[config.mk]
export PLATFORM = sky130hd
export DESIGN_NAME = serial_frame_rx
export DESIGN_NICKNAME = d
export VERILOG_FILES = /design/src/rtl/serial_frame_rx.sv
export SDC_FILE = /design/constraint.sdc
export NUM_CORES = 1
export LEC_CHECK = 0
export CORE_ASPECT_RATIO = 0.9
export CORE_MARGIN = 4
export CORE_UTILIZATION = 52
export CTS_BUF_LIST = sky130_fd_sc_hd__clkbuf_4 sky130_fd_sc_hd__clkbuf_8 sky130_fd_sc_hd__clkbuf_16
export CTS_CLUSTER_SIZE = 10
export DETAILED_ROUTE_END_ITERATION = 8
export GPL_TIMING_DRIVEN = 0
export PLACE_DENSITY = 0.73
export SLEW_MARGIN = 30
export SYNTH_ARGS = -nofsm -noshare
export SYNTH_HDL_FRONTEND = slang
export SYNTH_SLANG_ARGS = --single-unit
[constraint.sdc]
create_clock -name clk -period 3.3 [get_ports clk]
set_input_delay 0.99 -clock clk [delete_from_list [all_inputs] [get_ports clk]]
set_output_delay 0.99 -clock clk [all_outputs]
set_load 0.02 [all_outputs]
[src/rtl/serial_frame_rx.sv]
// rtl/serial_frame_rx.sv - asynchronous serial frame receiver: start, DATA_W LSB-first bits, stop
module serial_frame_rx #(
    parameter int DATA_W     = 8,
    parameter int BIT_CYCLES = 4
) (
    input  logic              clk,
    input  logic              rstn,
    input  logic              sin,
    output logic [DATA_W-1:0] dout,
    output logic              valid,
    output logic              frame_err,
    output logic              busy
);
    localparam int H  = BIT_CYCLES / 2;
    localparam int CW = $clog2(BIT_CYCLES);
    localparam int IW = (DATA_W > 1) ? $clog2(DATA_W) : 1;
    localparam logic [CW-1:0] HALF_LAST = CW'(H - 1);
    localparam logic [CW-1:0] BIT_LAST  = CW'(BIT_CYCLES - 1);
    localparam logic [IW-1:0] IDX_LAST  = IW'(DATA_W - 1);

    typedef enum logic [2:0] {IDLE, START, DATA, STOP, WAIT_HIGH} state_t;

    state_t            state, state_nxt;
    logic [CW-1:0]     cnt, cnt_nxt;
    logic [IW-1:0]     idx, idx_nxt;
    logic [DATA_W-1:0] shreg, shreg_nxt;
    logic              s1, sin_s;
    logic              load, ferr;

    always_ff @(posedge clk or negedge rstn) begin
        if (!rstn) begin
            s1    <= 1'b1;
            sin_s <= 1'b1;
        end else begin
            s1    <= sin;
            sin_s <= s1;
        end
    end

    always_ff @(posedge clk or negedge rstn) begin
        if (!rstn) begin
            state     <= IDLE;
            cnt       <= '0;
            idx       <= '0;
            shreg     <= '0;
            dout      <= '0;
            valid     <= 1'b0;
            frame_err <= 1'b0;
        end else begin
            state     <= state_nxt;
            cnt       <= cnt_nxt;
            idx       <= idx_nxt;
            shreg     <= shreg_nxt;
            valid     <= load;
            frame_err <= ferr;
            if (load) begin
                dout <= shreg;
            end
        end
    end

    always_comb begin
        state_nxt = state;
        cnt_nxt   = cnt + CW'(1);
        idx_nxt   = idx;
        shreg_nxt = shreg;
        load      = 1'b0;
        ferr      = 1'b0;
        case (state)
            IDLE: begin
                cnt_nxt = '0;
                if (!sin_s) begin
                    state_nxt = START;
                end
            end
            START: begin
                if (cnt == HALF_LAST) begin
                    cnt_nxt   = '0;
                    idx_nxt   = '0;
                    state_nxt = sin_s ? IDLE : DATA;
                end
            end
            DATA: begin
                if (cnt == BIT_LAST) begin
                    cnt_nxt        = '0;
                    shreg_nxt[idx] = sin_s;
                    idx_nxt        = idx + IW'(1);
                    if (idx == IDX_LAST) begin
                        idx_nxt   = '0;
                        state_nxt = STOP;
                    end
                end
            end
            STOP: begin
                if (cnt == BIT_LAST) begin
                    cnt_nxt = '0;
                    if (sin_s) begin
                        load      = 1'b1;
                        state_nxt = IDLE;
                    end else begin
                        ferr      = 1'b1;
                        state_nxt = WAIT_HIGH;
                    end
                end
            end
            WAIT_HIGH: begin
                cnt_nxt = '0;
                // a stuck-low line must return high before another start can be seen
                if (sin_s) begin
                    state_nxt = IDLE;
                end
            end
            default: begin
                state_nxt = IDLE;
                cnt_nxt   = '0;
            end
        endcase
    end

    assign busy = (state != IDLE);

endmodule

==> results of run 1 <==
-- how the worst min path moves through the flow --
stage,start,to,cells past startpoint
finish,s1,sin_s,0
global route,s1,sin_s,0
CTS,s1,sin_s,0
detailed placement,s1,sin_s,0
global placement,s1,sin_s,0
floorplan,s1,sin_s,0
-- registers in the layout, summed over array words and instances (netlist names) --
name / flops
dout: 8
shreg: 8
idx: 3
state: 3
cnt: 2
frame_err: 1
s1: 1
sin_s: 1
valid: 1
-- through the flow --
| stage | instance area (um2) | hold WS [ps] | setup slack, ps |
|---|---|---|---|
| 2_1_floorplan | 1300 | 345 | 1470 |
| 3_3_place_gp | 1470 | 347 | 853 |
| 3_5_place_dp | 1460 | 348 | 931 |
| 4_1_cts | 1500 | 367 | 539 |
| 5_1_grt | 1500 | 376 | 447 |
| 6_report | 1500 | 365 | 540 |
-- per-layer routing --
metal / global-route usage [%] / vias up / part of all wire, %
met5: 0 / - / 0
met4: 3.72 / 0 / 0.95
met3: 4.20 / 4 / 4.4
met2: 23.5 / 25 / 48
met1: 18.6 / 430 / 46
li1: - / 397 / -
-- layout make-up --
cell class | instances | share of cell area [%]
Sequential cell | 28 | 47.0
Buffer | 6 | 2.93
Clock buffer | 4 | 2.42
Timing Repair Buffer | 13 | 8.36
Tap cell | 27 | 2.26
Multi-Input combinational cell | 62 | 35.0
Inverter | 8 | 2.01
-- cells in the final DEF, fill, tap and decap left out, drive strengths merged --
master / instances
dfrtp: 26
mux2: 16
clkdlybuf4s50: 12
inv: 8
nor2: 8
nand4: 8
ha: 6
buf: 6
clkbuf: 5
nand2: 4
o21ai: 3
o22a: 2
nand3: 2
nor4: 2
a21oi: 2
dfstp: 2
nor4bb: 2
nand2b: 1
nor3: 1
and2b: 1
nand4bb: 1
a31o: 1
and3: 1
mux4: 1
-- kinds of logic (layout without fill, tap and decap cells) --
group / after synthesis / after routing / synth area share (%)
AOI/OAI and AO/OA: 8 / 8 / 3.94
adders and majority gates: 6 / 6 / 5.77
DFF: 28 / 28 / 54.0
buffers and inverters: 14 / 31 / 5.67
and+or+nand+nor: 31 / 31 / 15.0
muxes: 17 / 17 / 15.6
-- where the power goes --
group	switching, W	total (W)	internal (W)
logic	0.000168	0.000311	0.000143
clock network	0.0000934	0.000161	0.0000676
registers	0.0000315	0.000420	0.000388
total	0.000293	0.000891	0.000598
==> impl_metrics.json, run 1 <==
{
  "slew_viol_final": 0,
  "synth_nets": 113,
  "netlist.area_leader.share_pct": 50.0,
  "final_cells": 148,
  "startpoint_type": "flop",
  "synthFlopType": "dfrtp_1",
  "syn_to_final_growth_pct": 15.0,
  "initial_core_util_pct": 57.0,
  "finish.utilization_pct": 65.6,
  "cts_tree": "done",
  "critPathArrivalTime_ps": 1770,
  "synth_top_area_cell": "dfrtp_1",
  "cts_root_buffer": "clkbuf_4",
  "rows": 16,
  "path_buf_inv": 3,
  "power_w": 0.000891,
  "grt.total_usage_pct": 14.5,
  "antennaDiodeCount": 0,
  "dp_hpwl_um": 1590,
  "synth_cell_type_count": 28,
  "tns_ps": 0,
  "htree_num_levels": 1,
  "r2r_end": "shreg[0]",
  "peakVddDrop_mv": 0.396,
  "die_w_um": 60.7,
  "seq_area_frac_synth_pct": 54.0,
  "cts_buffers": 3,
  "worstPathRequired_ps": 2310,
  "setup_viol": 0,
  "power_density_mw_per_mm2": 596,
  "grt_pass1_vias": 857,
  "r2r_cells": 5,
  "syn_inst": 104,
  "register_area_um2": 703,
  "crit_start": "state[1]",
  "avgSynthCellArea_um2": 12.5,
  "post-route-drc-count": 0,
  "multi_input_area_um2": 524,
  "grt_first_pass_wirelength_um": 3710,
  "rr_startpoint": "cnt[0]",
  "cts_buffer_depth": 2,
  "die-area_mm2": 0.00337,
  "firstDrtPassIters": 5,
  "core-area_mm2": 0.00228,
  "clkTransAtPathRegs_ps": 140,
  "numClockSinks": 28,
  "critical-path-top-delay-family": "buffers and inverters",
  "holdCritPathClass": "reg2reg",
  "reg2reg_slack_ps": 1610,
  "cts_setup_buffers": 0,
  "p_leak_nw": 0.718,
  "synth_seq_cells": 28,
  "path_cells": "buf_2 -> inv_1 -> nand2_1 -> clkdlybuf4s50_1",
  "yosysMostFrequentCell": "dfrtp_1",
  "rsz0062_at_grt": "false",
  "dp.cells": 144,
  "maxCapViolCount": 0,
  "clk_latency_ps": 330,
  "gp_congestion": 0.876,
  "end_kind": "output port",
  "crit_end": "busy",
  "crit_fanout": 10,
  "fillers": 186,
  "tightest_slew_ps": 591,
  "worst_clock_skew_ps": 9.95,
  "hold_viol_final": 0,
  "status": "complete, no violations",
  "drive_gt1_share_pct": 23.1,
  "nets": 131,
  "cts_resized": 0,
  "synth_area_leaders": "dfrtp_1, mux2_2, ha_1",
  "fmax_mhz": 362,
  "critPathSlowestCell": "clkdlybuf4s50_1",
  "synthTopCellsByCount": "dfrtp_1, mux2_2, inv_1, nor2_1, nand4_1",
  "postRouteAntennaNets": 0,
  "synth_edf_count": 0,
  "postCtsHoldBufs": 0,
  "drtIter0Drc": 9,
  "ys_warn_count": 0,
  "grt_start_max_net_pins": 29,
  "overflow": 0,
  "die_height_um": 55.5,
  "async_flop_share_pct": 100,
  "critPathKind": "reg2out",
  "drt-total-wl_um": 2220,
  "io_buffers": 13,
  "antenna_found_initial": 0,
  "via_count": 856,
  "min_period_over_period_pct": 83.6,
  "ios": 14,
  "cp.depth": 4,
  "vias_per_cell": 5.78,
  "period_needed_ps": 2760,
  "max_stage_delay_ps": 600,
  "syn_area_mm2": 0.00130,
  "wl_per_cell_um": 15.0,
  "max-slew-margin-rel_pct": 60.6
}
No activity file was read; power rests on OpenSTA's default activity.
==> inputs of run 2 (changes only) <==
--- a/config.mk
+++ b/config.mk
@@ -7,12 +7,12 @@
 export LEC_CHECK = 0
 export CORE_ASPECT_RATIO = 0.9
 export CORE_MARGIN = 4
-export CORE_UTILIZATION = 52
+export CORE_UTILIZATION = 49
 export CTS_BUF_LIST = sky130_fd_sc_hd__clkbuf_4 sky130_fd_sc_hd__clkbuf_8 sky130_fd_sc_hd__clkbuf_16
 export CTS_CLUSTER_SIZE = 10
 export DETAILED_ROUTE_END_ITERATION = 8
 export GPL_TIMING_DRIVEN = 0
-export PLACE_DENSITY = 0.73
+export PLACE_DENSITY = 0.72
 export SLEW_MARGIN = 30
 export SYNTH_ARGS = -nofsm -noshare
 export SYNTH_HDL_FRONTEND = slang
==> constraint.sdc (replaced) <==
create_clock -name clk -period 2.5 [get_ports clk]
set_input_delay 0.75 -clock clk [delete_from_list [all_inputs] [get_ports clk]]
set_output_delay 0.75 -clock clk [all_outputs]
set_load 0.02 [all_outputs]
==> run 2 against run 1 <==
Die area up 5.3%. Clock power up 83%. Design area up 1.1%. Sequential share of layout area down 0.51 points. Clock skew down 3.5 ps. Clock-buffer cell count down 1. Largest cell class unchanged. Highest routed layer unchanged.
==> impl_metrics.json, run 2 (synthesized netlist as in run 1, its figures left out) <==
{
  "status": "complete, no violations",
  "rsz0062_at_grt": "false",
  "placed_area_mm2": 0.00146,
  "htree_num_levels": 1,
  "postCtsHoldBufs": 0,
  "final_common_cell": "dfrtp_1",
  "drive_gt1_share_pct": 23.1,
  "setup_viol": 0,
  "p_int_w": 0.000856,
  "r2r_cells": 5,
  "slew_viol_final": 0,
  "crit_end": "busy",
  "cts_buffer_depth": 2,
  "wl_per_cell_um": 14.7,
  "end_kind": "output port",
  "antennaDiodeCount": 0,
  "startpoint_type": "flop",
  "period_needed_ps": 2280,
  "gp_congestion": 0.859,
  "critPathArrivalTime_ps": 1530,
  "path_buf_inv": 2,
  "final_cells": 149,
  "p_switching_w": 0.000390,
  "nets": 131,
  "cp.depth": 4,
  "fmax_mhz": 438,
  "clk_latency_ps": 330,
  "vias_per_cell": 5.83,
  "drt-total-wl_um": 2180,
  "fin_ws_ps": 217,
  "min_period_over_period_pct": 91.3,
  "max-slew-margin-rel_pct": 60.7,
  "dp.cells": 145,
  "p_sw_share_pct": 31.3,
  "grt.total_usage_pct": 13.6,
  "r2r_end": "shreg[0]",
  "cts_root_buffer": "clkbuf_4",
  "rr_startpoint": "cnt[0]",
  "top_regs": "dout: 8 flops, shreg: 8 flops",
  "peakVddDrop_mv": 0.509,
  "worst_clock_skew_ps": 6.42,
  "power_density_mw_per_mm2": 824,
  "io_buffers": 13,
  "critPathKind": "reg2out",
  "cts_buffers": 3,
  "ios": 14,
  "maxCapViolCount": 0,
  "clockPowerShare_pct": 23.7,
  "via_count": 869,
  "critPathSlowestCell": "dfrtp_1",
  "holdCritPathClass": "reg2reg",
  "cts_setup_buffers": 0,
  "post-route-drc-count": 0,
  "numClockSinks": 28,
  "cts_resized": 1,
  "seq_power_share_pct": 44.6,
  "path_cells": "buf_4 -> nor2_1 -> nand2_1 -> dlygate4sd2_1",
  "syn_to_final_growth_pct": 16.2,
  "firstDrtPassIters": 4,
  "overflow": 0,
  "clkTransAtPathRegs_ps": 150,
  "power_frac_comb_pct": 31.6,
  "reg2reg_slack_ps": 790,
  "final_area_mm2": 0.00151,
  "finish.utilization_pct": 60.8,
  "grt_start_max_net_pins": 29,
  "grt_pass1_vias": 884,
  "dp_hpwl_um": 1510,
  "final_cell_mix": "dfrtp_1, mux2_2, clkdlybuf4s50_1",
  "core-area_mm2": 0.00249,
  "tightest_slew_ps": 589,
  "crit_start": "state[0]",
  "place_ws_ps": 361,
  "fillers": 210,
  "die_w_um": 62.3,
  "max_stage_delay_ps": 390,
  "rows": 17,
  "drtIter0Drc": 31,
  "hold_viol_final": 0,
  "cts_tree": "done",
  "tns_ps": 0,
  "p_leak_nw": 0.724,
  "antenna_found_initial": 0,
  "grt_first_pass_wirelength_um": 3920,
  "die_height_um": 56.9,
  "crit_fanout": 9,
  "initial_core_util_pct": 52.3,
  "die-area_mm2": 0.00355,
  "postRouteAntennaNets": 0,
  "critical-path-top-delay-family": "buffers and inverters",
  "worstPathRequired_ps": 1750
}
run 2: cell count changes in the layout (fill, tap and decap cells not counted), sizes merged:
cell / previous run / this run
clkbuf: 5 / 4
dlygate4sd2: 0 / 1
clkdlybuf4s50: 12 / 11
bufinv: 0 / 1
run 2: power groups by stage:
stage | sequential (W) | clock [W] | combinational [W]
after floorplan | 0.000566 | 0 | 0.000290
after global placement | 0.000560 | 0 | 0.000386
after detailed placement | 0.000565 | 0 | 0.000396
after CTS | 0.000556 | 0.000303 | 0.000398
after global routing | 0.000567 | 0.000323 | 0.000440
final | 0.000556 | 0.000295 | 0.000394
run 2: area by class of cell:
| class | count | area, um2 | area share, % |
|---|---|---|---|
| sequential | 28 | 703 | 46.5 |
| timing repair buffer | 13 | 124 | 8.19 |
| clock inverter | 1 | 30.0 | 1.99 |
| buffer | 6 | 43.8 | 2.89 |
| clock buffer | 3 | 22.5 | 1.49 |
| inverter | 8 | 30.0 | 1.99 |
| multi-input combinational | 62 | 524 | 34.7 |
| tap | 28 | 35.0 | 2.32 |
run 2: through the flow:
step	hold WS, ps	total power (W)
floorplan	345	0.000856
global route	375	0.00133
global placement	347	0.000947
CTS	370	0.00126
finish	367	0.00125
detailed placement	349	0.000962
run 2: worst reg2reg max path: stages (launching register included):
cell	delay, ps
dfrtp_1	460
ha_1	250
nor4bb_4	230
buf_6	170
and3_1	170
mux2_2	330
run 2: how the worst min path moves through the flow:
| stage | startpoint | endpoint | slack (ps) | cells after the start |
|---|---|---|---|---|
| after floorplan | s1 | sin_s | 350 | 0 |
| after global placement | s1 | sin_s | 350 | 0 |
| after detailed placement | s1 | sin_s | 350 | 0 |
| after CTS | s1 | sin_s | 370 | 0 |
| after global routing | s1 | sin_s | 380 | 0 |
| final | s1 | sin_s | 370 | 0 |
run 2: routing by layer:
layer / share of wire [%] / global-route usage, % / wire length, um / up-vias
met5: 0 / 0 / 0 / -
met4: 1.7 / 5.15 / 37 / 0
met3: 4.5 / 3.20 / 98 / 5
met2: 48 / 23.2 / 1050 / 22
li1: - / - / - / 404
met1: 46 / 16.6 / 995 / 438
